## src/rtl/ifetch_queue_stage.sv

```systemverilog
// Decoupled instruction fetch: PC generator, in-order memory port and a
// depth_p-entry instruction queue; redirects flush and drop stale responses.
module ifetch_queue_stage #(
    parameter int width_p = 32,
    parameter int depth_p = 4,
    parameter logic [width_p-1:0] reset_pc_p = '0,
    parameter int pc_inc_p = 4
) (
    input  logic               clk_i,
    input  logic               rst_i,
    output logic               imem_req_v_o,
    output logic [width_p-1:0] imem_req_addr_o,
    input  logic               imem_req_ready_i,
    input  logic               imem_resp_v_i,
    input  logic [width_p-1:0] imem_resp_data_i,
    input  logic               redirect_v_i,
    input  logic [width_p-1:0] redirect_pc_i,
    output logic               inst_v_o,
    output logic [width_p-1:0] inst_o,
    output logic [width_p-1:0] pc_o,
    input  logic               inst_yumi_i
);
    localparam int idx_w_lp = $clog2(depth_p);
    localparam int ptr_w_lp = idx_w_lp + 1;

    typedef logic [ptr_w_lp-1:0] ptr_t;

    localparam ptr_t depth_lp = ptr_t'(depth_p);
    localparam ptr_t one_lp = ptr_t'(1);

    logic [width_p-1:0] fetch_pc_q, fetch_pc_d;
    ptr_t alloc_q, alloc_d;
    ptr_t fill_q, fill_d;
    ptr_t read_q, read_d;
    ptr_t drop_cnt_q, drop_cnt_d;

    logic [width_p-1:0] pc_mem_q [depth_p];
    logic [width_p-1:0] data_mem_q [depth_p];

    ptr_t allocated, pending, filled, drop_sum;
    logic req_v, fire, inst_v, deq;
    logic resp_drop, resp_wr;

    assign allocated = alloc_q - read_q;
    assign pending   = alloc_q - fill_q;
    assign filled    = fill_q - read_q;

    assign req_v = ~rst_i & ~redirect_v_i & (allocated < depth_lp)
                 & (drop_cnt_q == '0);
    assign fire  = req_v & imem_req_ready_i;

    assign inst_v = (filled != '0) & ~redirect_v_i;
    assign deq    = inst_v & inst_yumi_i;

    assign resp_drop = imem_resp_v_i & (drop_cnt_q != '0);
    assign resp_wr   = imem_resp_v_i & (drop_cnt_q == '0)
                     & (pending != '0) & ~redirect_v_i;

    // Everything still owed by memory becomes garbage on a redirect.
    assign drop_sum = drop_cnt_q + pending;

    always_comb begin
        fetch_pc_d = fetch_pc_q;
        alloc_d    = alloc_q;
        fill_d     = fill_q;
        read_d     = read_q;
        drop_cnt_d = drop_cnt_q;
        if (redirect_v_i) begin
            fetch_pc_d = redirect_pc_i;
            alloc_d    = read_q;
            fill_d     = read_q;
            drop_cnt_d = drop_sum;
            if (imem_resp_v_i && drop_sum != '0) begin
                drop_cnt_d = drop_sum - one_lp;
            end
        end else begin
            if (fire) begin
                fetch_pc_d = fetch_pc_q + width_p'(pc_inc_p);
                alloc_d    = alloc_q + one_lp;
            end
            if (resp_drop) begin
                drop_cnt_d = drop_cnt_q - one_lp;
            end
            if (resp_wr) begin
                fill_d = fill_q + one_lp;
            end
            if (deq) begin
                read_d = read_q + one_lp;
            end
        end
    end

    always_ff @(posedge clk_i or posedge rst_i) begin
        if (rst_i) begin
            fetch_pc_q <= reset_pc_p;
            alloc_q    <= '0;
            fill_q     <= '0;
            read_q     <= '0;
            drop_cnt_q <= '0;
        end else begin
            fetch_pc_q <= fetch_pc_d;
            alloc_q    <= alloc_d;
            fill_q     <= fill_d;
            read_q     <= read_d;
            drop_cnt_q <= drop_cnt_d;
        end
    end

    always_ff @(posedge clk_i) begin
        if (fire) begin
            pc_mem_q[alloc_q[idx_w_lp-1:0]] <= fetch_pc_q;
        end
        if (resp_wr) begin
            data_mem_q[fill_q[idx_w_lp-1:0]] <= imem_resp_data_i;
        end
    end

    // A response with nothing outstanding and nothing to drop is illegal.
    always_ff @(posedge clk_i) begin
        if (!rst_i) begin
            assert (!(imem_resp_v_i && drop_cnt_q == '0 && pending == '0));
        end
    end

    assign imem_req_v_o    = req_v;
    assign imem_req_addr_o = fetch_pc_q;
    assign inst_v_o        = inst_v;
    assign inst_o          = data_mem_q[read_q[idx_w_lp-1:0]];
    assign pc_o            = pc_mem_q[read_q[idx_w_lp-1:0]];

endmodule
```

## config.mk

```make
export PLATFORM = sky130hd
export DESIGN_NAME = ifetch_queue_stage
export DESIGN_NICKNAME = d
export VERILOG_FILES = /design/src/rtl/ifetch_queue_stage.sv
export SDC_FILE = /design/constraint.sdc
export NUM_CORES = 1
export LEC_CHECK = 0
export CAP_MARGIN = 30
export CORE_MARGIN = 2
export CORE_UTILIZATION = 43
export DETAILED_ROUTE_END_ITERATION = 6
export PLACE_DENSITY = 0.65
export SLEW_MARGIN = 20
export SYNTH_ARGS = -nofsm -noshare
export SYNTH_HDL_FRONTEND = slang
export SYNTH_SLANG_ARGS = --single-unit
```

## constraint.sdc

```tcl
create_clock -name clk_i -period 4.25 [get_ports clk_i]
set_clock_uncertainty 0.15 [all_clocks]
set_input_delay 0.85 -clock clk_i [delete_from_list [all_inputs] [get_ports clk_i]]
set_output_delay 0.85 -clock clk_i [all_outputs]
set_load 0.1 [all_outputs]
```

==> out/metrics.cfg, run 1 <==
[power_and_ir_drop]
power.switching_fraction_pct=44.0
p_per_area_nw_per_um2=761
switchingPower_w=0.00513
power.leakage_nw=5.25
power.share.sequential_pct=31.7
clock_power_share_pct=23.0
internal_power_w=0.00653
power.share.combinational_pct=45.3
worst_ir_drop_vdd_uv=493

[global_route]
antenna_found_initial=0
first_pass_grt_wire_length_um=41500
grt_remaining_overflow=0
globalRouteTotalUtil_pct=17.8
groute.layer.met1.usage_pct=23.5
globalRoute.busiestLayer=met2
grt_pass1_vias=7285
grt_util_met2_pct=31.3
global_route.usage.met3_pct=2.08
grt_start_max_net_pins=47

[finish]
insertedDiodeCount=0
most-common-layout-cells=edfxtp_1, clkdlybuf4s50_1, buf_4
final_common_cell=edfxtp_1
nFillCells=2200
finalInstanceArea_um2=15300
syn_to_final_growth_pct=25.6
layout.nets=951
drive_above_1_share_pct=24.1

[worst_setup_path]
cp_cell_sequence=buf_4, mux4_2, buf_4
cpMaxStageDelayCell=dfrtp_4
worst_r2r_path_depth=7
critical_path.reg2reg.endpoint=pc_mem_q[3][6]$_DFFE_PP_
worst_path_most_repeated_cell=buf_4
first_element_of_the_critical_path=read_q[0]$_DFFE_PP0P_
worstSetupStartpointType=flip-flop
regToRegStartpoint=read_q[1]$_DFFE_PP0P_
critical_path_arrival_ps=2570
timing.critical_path.required_ps=3250
slowest_stage_delay_cp_ps=810
timing.setup.critical_path_class=flip-flop to output pin
regToRegSetupSlack_ps=1090
worst_setup_path_end_kind=output pin
crit_fanout=28

[cts]
cts_buffers=30
htreeDepth=1
clk_transition_reported_paths_ps=60
cts_tree=built
root_buffer=clkbuf_16
insertion_delay_ps=540
sink_count=300
post_cts_resized=0
post_cts.repair.setup_buffers=0
cts-root-to-sink-buffers=3
cts_hold_buf=0

[route]
dr_total_vias=6869
detail_route.wirelength_um=26400
drtIter0Drc=496
viasPerCell=5.45
drt_pre_antenna_iters=4
drc=0
wl_per_cell_um=21.0
final_antenna_net_count=0

[sta]
timing.final.crit_share_pct=84.1
finalMaxSlewViolations=0
postLayoutSetupSlackWorst_ps=675
finalHoldViolCount=0
timing.slew.headroom_pct=33.5
finalWorstPathRequiredPeriod_ps=3570
worstMarginPinSlew_ps=994
report.final.setup_viol=0
grt_setup_unrepaired=no
totalNegativeSetupSlack_ps=0
fmaxAchievable_mhz=280

[synth]
postSynthNetCount=764
mappedNetlistArea_um2=12200
synth_cell_type_count=44
synthesis.yosys.warnings=0
synthesis.area_per_instance_um2=18.1
ys_seq_area_share_pct=72.0
synthesis.instances=673
flops_latches_synth=300

[placement]
placed_area_um2=14300
gp_congestion=0.780
place.port_buffers=167
pre_cts_slack_ps=556
post-dp-hpwl_um=17000

[floorplanning]
die-area_um2=29800
placeableCoreArea_um2=27900
core.rowCount=61
chipHeight_um=173
starting_density_pct=43.8
dieWidth_um=173
io_pins=168

[min_path]
hold_end=pc_mem_q[3][0]$_DFFE_PP_
hp-class=flip-flop to flip-flop
holdPathStages=0
hold_path.startpoint=imem_req_addr_o[0]$_DFFE_PP0P_

[run]
max_cap_viol_count=0

[status]
outcome=complete, no violations

power groups by stage:
stage	Clock, W	Sequential, W	Combinational [W]
2_1_floorplan	0	0.00380	0.00417
3_3_place_gp	0	0.00377	0.00531
3_5_place_dp	0	0.00377	0.00533
4_1_cts	0.00274	0.00371	0.00535
5_1_grt	0.00285	0.00375	0.00558
6_report	0.00268	0.00370	0.00528
worst max-delay path: cells and delay by family, from the launching register on:
family,cells,cell delay (ps)
DFF,1,810
muxes,1,600
buffers and inverters,2,630
area by class of cell:
cell class	instances	area, µm²	share of cell area (%)
clock inverters	14	180	1.18
multi-input cells	322	3250	21.2
clock buffers	40	840	5.48
flip-flops and latches	300	8800	57.4
repair buffers	186	1720	11.2
inverters	20	75.1	0.490
well taps	378	473	3.08
stage by stage:
stage	utilization, %	cells	power (W)	hold WS (ps)
6_report	55.0	1260	0.0117	428
5_1_grt	55.0	1260	0.0122	454
4_1_cts	55.0	1259	0.0118	425
3_5_place_dp	51.4	1205	0.00910	415
3_3_place_gp	51.3	1204	0.00908	401
2_1_floorplan	-	673	0.00798	369
Yosys cell counts (all sizes together):
library cell,number,share of area [%]
or3,7,0.36
o31ai,6,0.37
or2,4,0.20
clkbuf,21,0.65
xnor2,12,0.86
a31oi,9,0.46
ha,19,1.9
nor3,2,0.082
xor2,3,0.22
nor3b,2,0.12
and3,7,0.36
a21oi,3,0.12
and2,6,0.31
nand2b,5,0.26
dfrtp,44,9.0
and3b,1,0.072
o31a,2,0.14
mux2i,7,0.57
nand4b,2,0.14
o211ai,15,0.92
o21ai,9,0.37
o21a,1,0.062
and4,1,0.072
or4,16,1.0
nor2,14,0.43
nand3,20,0.82
buf,10,0.31
inv,20,0.61
nand2,42,1.3
mux2,4,0.37
nor4,4,0.20
nor2b,3,0.15
edfxtp,256,63
a21o,1,0.062
a211oi,1,0.062
o2bb2ai,1,0.072
nand4,10,0.56
fa,2,0.33
o311ai,15,1.1
a221o,1,0.082
mux4,64,12
a211o,1,0.072
metal layers:
metal	vias up	part of all wire (%)
li1	3103	-
met1	3548	41
met2	178	52
met3	40	4.7
met4	0	2.3
met5	-	0
kinds of logic after synthesis:
group           Yosys count  synth area share, %
simple gates            146                 6.49
mux                      75                 12.7
fa+ha+maj                21                 2.27
compound gates           65                 3.87
xor+xnor                 15                 1.08
flops                   300                 72.0
buf+inv                  51                 1.57
how the worst max path moves through the flow:
stage	end	cells after the start
after global routing	pc_o[13]	3
final	pc_o[13]	3
after floorplan	inst_v_o	5
after global placement	pc_mem_q[3][0]$_DFFE_PP_	7
after detailed placement	pc_mem_q[3][6]$_DFFE_PP_	7
after CTS	pc_o[13]	3
state kept, by name (all words and copies together), names as in the netlist:
register,count
alloc_q,3
imem_req_addr_o,32
data_mem_q,128
fill_q,3
pc_mem_q,128
read_q,3
drop_cnt_q,3
Power figures use the tool's default switching activity.
==> run 2, diff against run 1 <==
PLACE_DENSITY = 0.68   (was 0.65)
clock period = 3.2 ns   (was 4.25 ns; I/O delays follow)
==> run 2 against run 1 <==
Final cell count grew 1.5%. Combinational power grew 66%. Clock power grew 38%. Sequential cell count is the same. Non-clock buffer count grew 16.
==> out/metrics.cfg, run 2 (synthesized netlist as in run 1, its figures left out) <==
[status]
outcome=complete, no violations

[finish]
layout.nets=968  ; +1.8%
insertedDiodeCount=0  ; unchanged
finalInstanceArea_um2=16300  ; +6.5%
syn_to_final_growth_pct=33.8
final_common_cell=edfxtp_1
drive_above_1_share_pct=29.9  ; +5.7 points
most-common-layout-cells=edfxtp_1, buf_12, clkdlybuf4s50_1

[placement]
place.port_buffers=167  ; unchanged
placed_area_um2=15300  ; +6.8%
post-dp-hpwl_um=17400  ; +2.8%
pre_cts_slack_ps=157  ; -399 ps
gp_congestion=0.806  ; +3.3%

[cts]
post_cts.repair.setup_buffers=0  ; unchanged
cts-root-to-sink-buffers=3  ; unchanged
cts_hold_buf=0  ; unchanged
cts_tree=built
insertion_delay_ps=550  ; about the same
clk_transition_reported_paths_ps=60  ; about the same
htreeDepth=1  ; unchanged
post_cts_resized=0  ; unchanged
sink_count=300  ; unchanged
cts_buffers=31  ; +3.3%
root_buffer=clkbuf_16

[worst_setup_path]
worstSetupStartpointType=flip-flop
timing.critical_path.required_ps=3460  ; +210 ps
regToRegStartpoint=alloc_q[0]$_DFFE_PP0P_
timing.setup.critical_path_class=flip-flop to flip-flop
regToRegSetupSlack_ps=170  ; -920 ps
critical_path_end=drop_cnt_q[1]$_DFFE_PP0P_
crit_fanout=5  ; -82%
worst_r2r_path_depth=13  ; +6
first_element_of_the_critical_path=alloc_q[0]$_DFFE_PP0P_
critical_path_arrival_ps=3290  ; +720 ps
critical_path.reg2reg.endpoint=drop_cnt_q[1]$_DFFE_PP0P_
worst_setup_path_end_kind=flip-flop

[floorplanning]
core.rowCount=61  ; unchanged
starting_density_pct=43.8  ; unchanged
dieWidth_um=173  ; unchanged
chipHeight_um=173  ; unchanged
die-area_um2=29800  ; unchanged
placeableCoreArea_um2=27900  ; unchanged
io_pins=168  ; unchanged

[power_and_ir_drop]
worst_ir_drop_vdd_uv=713  ; +45%
internal_power_w=0.00995  ; +52%
power.share.combinational_pct=50.9  ; +5.6 points
power.leakage_nw=5.69  ; +8.2%
clock_power_share_pct=21.5  ; -1.5 points
power.switching_fraction_pct=42.1  ; -1.9 points
switchingPower_w=0.00722  ; +41%
power.share.sequential_pct=27.6  ; -4.1 points
p_per_area_nw_per_um2=1050  ; +38%

[route]
drc=0  ; unchanged
drt_pre_antenna_iters=7  ; +3
final_antenna_net_count=0  ; unchanged
detail_route.wirelength_um=26800  ; +1.3%
wl_per_cell_um=20.9  ; -0.20%
drtIter0Drc=618  ; +25%
viasPerCell=5.55  ; +1.7%
dr_total_vias=7094  ; +3.3%

[sta]
timing.final.crit_share_pct=94.6
finalMaxSlewViolations=0  ; unchanged
report.final.setup_viol=0  ; unchanged
worstMarginPinSlew_ps=496  ; -498 ps
timing.slew.headroom_pct=66.9  ; +33 points
finalHoldViolCount=0  ; unchanged
finalWorstPathRequiredPeriod_ps=3030
postLayoutSetupSlackWorst_ps=172  ; -504 ps
whs_ps=321  ; -107 ps
fmaxAchievable_mhz=330
totalNegativeSetupSlack_ps=0  ; unchanged
grt_setup_unrepaired=no

[global_route]
grt_pass1_vias=7254  ; -0.43%
globalRouteTotalUtil_pct=18.1  ; +0.29 points
grt_remaining_overflow=0  ; unchanged
grt_start_max_net_pins=67  ; +43%
first_pass_grt_wire_length_um=42300  ; +1.9%
antenna_found_initial=0  ; unchanged

[min_path]
hp-class=input pin to async pin

[run]
max_cap_viol_count=0  ; unchanged

## run 2: how the worst min path moves through the flow
| stage | start | to | cells after the start |
|---|---|---|---|
| final | rst_i | imem_req_addr_o[4]$_DFFE_PP0P_ | 2 |
| after CTS | rst_i | imem_req_addr_o[4]$_DFFE_PP0P_ | 2 |
| after global placement | imem_req_addr_o[0]$_DFFE_PP0P_ | pc_mem_q[1][0]$_DFFE_PP_ | 0 |
| after detailed placement | imem_req_addr_o[0]$_DFFE_PP0P_ | pc_mem_q[1][0]$_DFFE_PP_ | 0 |
| after floorplan | read_q[2]$_DFFE_PP0P_ | read_q[2]$_DFFE_PP0P_ | 1 |
| after global routing | rst_i | imem_req_addr_o[4]$_DFFE_PP0P_ | 2 |
## run 2: worst max-delay path, stage by stage (launching register included)
cell      delay (ps)
dfrtp_1          440
inv_1            110
ha_1             210
inv_1             60
fa_1             460
fa_1             560
inv_1             60
ha_1             210
ha_1             210
nand2b_1         160
nand2_1           70
o21ai_0           70
nand2_1           70
o21ai_0           70
## run 2: per-layer routing
layer	GRT usage (%)	vias up	wire [µm]
met2	28.8	268	12500
met4	5.09	0	628
met1	26.0	3632	11900
met3	3.12	49	1680
li1	-	3145	-
met5	0	-	0
## run 2: stage by stage
stage	util, %	total power (W)	cells
4_1_cts	58.6	0.0173	1279
6_report	58.6	0.0172	1279
3_5_place_dp	54.8	0.0136	1222
2_1_floorplan	-	0.0106	673
3_3_place_gp	54.8	0.0135	1222
5_1_grt	58.6	0.0178	1279
## run 2: cell type report
type	count	area [µm²]
well taps	378	473
flip-flops and latches	300	8800
repair buffers	202	2650
inverters	20	75.1
fillers	2039	11500
clock inverters	21	260
multi-input cells	322	3280
clock buffers	36	795
## run 2: power by group through the flow
| stage | Clock (W) | Sequential (W) | Combinational (W) |
|---|---|---|---|
| detailed placement | 0 | 0.00482 | 0.00878 |
| global placement | 0 | 0.00481 | 0.00873 |
| floorplan | 0 | 0.00505 | 0.00559 |
| CTS | 0.00375 | 0.00474 | 0.00881 |
| global route | 0.00391 | 0.00478 | 0.00912 |
| finish | 0.00369 | 0.00474 | 0.00874 |
==> run 3, diff against run 2 <==
CORE_MARGIN = unset   (was 2)
TNS_END_PERCENT = 50   (was unset)
==> run 3 against run 2 <==
Maximum frequency is 1.1% lower. Wire length rose by 1.7%. Die area decreased by 2.3%. Final cell count decreased by 0.23%. Via count shrank 1.7%. Critical path depth shrank 10. Combinational power shrank 0.8%. Critical endpoint is now pc_o[2]. Power shrank 1.9%. Critical path type is now flip-flop to output pin. Clock power shrank 7.6%. Hold slack worse by 5.8 ps. Sequential share of layout area grew 0.43 points. Worst setup slack worse by 34 ps.
==> out/metrics.cfg, run 3 (synthesized netlist as in run 1, its figures left out) <==
[worst_setup_path]
slowest_stage_delay_cp_ps=640  ; +80 ps
crit_cells=3  ; -10
worst_setup_path_end_kind=output pin
first_element_of_the_critical_path=read_q[0]$_DFFE_PP0P_
worstSetupStartpointType=flip-flop
timing.critical_path.required_ps=2410  ; -1050 ps
timing.setup.critical_path_class=flip-flop to output pin
regToRegStartpoint=alloc_q[0]$_DFFE_PP0P_
crit_fanout=22  ; +17
critical_path_arrival_ps=2270  ; -1020 ps
largest_delay_contributor_family_on_the_critical_path=multiplexers
regToRegSetupSlack_ps=250  ; +80 ps
critical_path.reg2reg.endpoint=drop_cnt_q[1]$_DFFE_PP0P_
cpMaxStageDelayCell=mux4_2
path_buf_inv=2  ; -1
worst_r2r_path_depth=13  ; unchanged
cp_cell_sequence=buf_4, mux4_2, buf_12
critical_path_end=pc_o[2]

[run]
max_cap_viol_count=0  ; unchanged

[finish]
final_common_cell=edfxtp_1
syn_to_final_growth_pct=32.7
drive_above_1_share_pct=28.9  ; -0.98 points
nFillCells=2090  ; +2.5%
multi_input_area_um2=3280  ; -0.27%
layout.nets=964  ; -0.41%
most-common-layout-cells=edfxtp_1, buf_12, clkdlybuf4s50_1
final-seq-area_um2=8790  ; about the same
finalInstanceArea_um2=16200  ; -0.83%

[placement]
placed_area_um2=15200  ; -0.37%
post-dp-hpwl_um=17500  ; +0.51%
place.port_buffers=167  ; unchanged
gp_congestion=0.794  ; -1.5%

[global_route]
grt_start_max_net_pins=67  ; unchanged
first_pass_grt_wire_length_um=41400  ; -2.0%
antenna_found_initial=1  ; +1
grt_remaining_overflow=0  ; unchanged
grt_pass1_vias=7285  ; +0.43%
globalRouteTotalUtil_pct=18.9  ; +0.82 points

[power_and_ir_drop]
finalPower_w=0.0168  ; -1.9%
p_per_area_nw_per_um2=1040  ; -1.1%
worst_ir_drop_vdd_uv=581  ; -18%
power.leakage_nw=5.63  ; -0.97%

[cts]
cts_tree=built
root_buffer=clkbuf_16
insertion_delay_ps=540  ; about the same
cts_hold_buf=0  ; unchanged
sink_count=300  ; unchanged
cts_buffers=30  ; -3.2%
clk_transition_reported_paths_ps=60  ; about the same
htreeDepth=1  ; unchanged
cts-root-to-sink-buffers=3  ; unchanged

[route]
dr_total_vias=6974  ; -1.7%
wl_per_cell_um=21.3  ; +1.9%
drt_pre_antenna_iters=5  ; -2
detail_route.wirelength_um=27200  ; +1.7%
viasPerCell=5.47  ; -1.5%
drc=0  ; unchanged
final_antenna_net_count=0  ; unchanged
drtIter0Drc=519  ; -16%

[floorplanning]
core.rowCount=61  ; unchanged
die-area_um2=29100  ; -2.3%
starting_density_pct=43.8  ; unchanged
placeableCoreArea_um2=27900  ; unchanged
io_pins=168  ; unchanged
chipHeight_um=171  ; -1.2%
dieWidth_um=171  ; -1.2%

[status]
outcome=complete, no violations

[sta]
timing.slew.headroom_pct=57.0  ; -9.9 points
grt_setup_unrepaired=no
finalMaxSlewViolations=0  ; unchanged
finalHoldViolCount=0  ; unchanged
report.final.setup_viol=0  ; unchanged
fmaxAchievable_mhz=327  ; -1.1%
timing.final.crit_share_pct=95.7  ; +1.1 points
finalWorstPathRequiredPeriod_ps=3060  ; +34.0 ps
worstMarginPinSlew_ps=639  ; +143 ps

[min_path]
hp-class=input pin to async pin

-- run 3: cell count changes in the layout (fill, tap and decap cells not counted), sizes merged --
cell / previous run / this run
buf: 134 / 131
bufinv: 6 / 3
clkbuf: 36 / 38
clkinv: 11 / 12
clkinvlp: 4 / 3
diode: 0 / 1
-- run 3: final cells by class --
cell class / instances / share of cell area (%)
flip-flops and latches: 300 / 54.3
multi-input cells: 322 / 20.2
repair buffers: 199 / 16.1
clock buffers: 38 / 4.95
well taps: 378 / 2.92
clock inverters: 18 / 1.02
inverters: 20 / 0.463
diodes: 1 / 0.0154
-- run 3: power by group --
group / internal [W] / total, W / switching [W]
registers: 0.00452 / 0.00475 / 0.000237
logic: 0.00317 / 0.00867 / 0.00551
clock network: 0.00201 / 0.00341 / 0.00141
-- run 3: worst min-delay path by stage --
stage | to | slack [ps] | startpoint | cells past startpoint
global placement | pc_mem_q[1][1]$_DFFE_PP_ | 410 | imem_req_addr_o[1]$_DFFE_PP0P_ | 0
global route | imem_req_addr_o[9]$_DFFE_PP0P_ | 360 | rst_i | 2
floorplan | read_q[2]$_DFFE_PP0P_ | 370 | read_q[2]$_DFFE_PP0P_ | 1
finish | imem_req_addr_o[12]$_DFFE_PP0P_ | 310 | rst_i | 2
detailed placement | pc_mem_q[2][1]$_DFFE_PP_ | 410 | imem_req_addr_o[1]$_DFFE_PP0P_ | 0
CTS | imem_req_addr_o[4]$_DFFE_PP0P_ | 310 | rst_i | 2
-- run 3: through the flow --
stage / hold slack, ps / TNS, ps / setup slack (ps) / utilization, % / instances
floorplan: 369 / -4470 / -116 / - / 673
global placement: 410 / 0 / 269 / 54.6 / 1218
detailed placement: 409 / 0 / 203 / 54.6 / 1218
CTS: 309 / 0 / 65.8 / 58.1 / 1274
global route: 358 / 0 / 17.3 / 58.1 / 1276
finish: 315 / 0 / 138 / 58.1 / 1276
-- run 3: what timing repair did --
| action | CTS | global route |
|---|---|---|
| buffers inserted | 0 | 1 |
| resized for setup | 0 | 1 |
| endpoints found under the hold margin | 0 | 0 |
| endpoints found under the setup margin | 0 | 2 |
-- run 3: per-layer routing --
| layer | vias up | global-route usage [%] | share of wire, % |
|---|---|---|---|
| li1 | 3136 | - | - |
| met1 | 3556 | 25.4 | 42 |
| met2 | 228 | 31.5 | 50 |
| met3 | 54 | 2.80 | 5.1 |
| met4 | 0 | 6.97 | 3.3 |
| met5 | - | 0 | 0 |
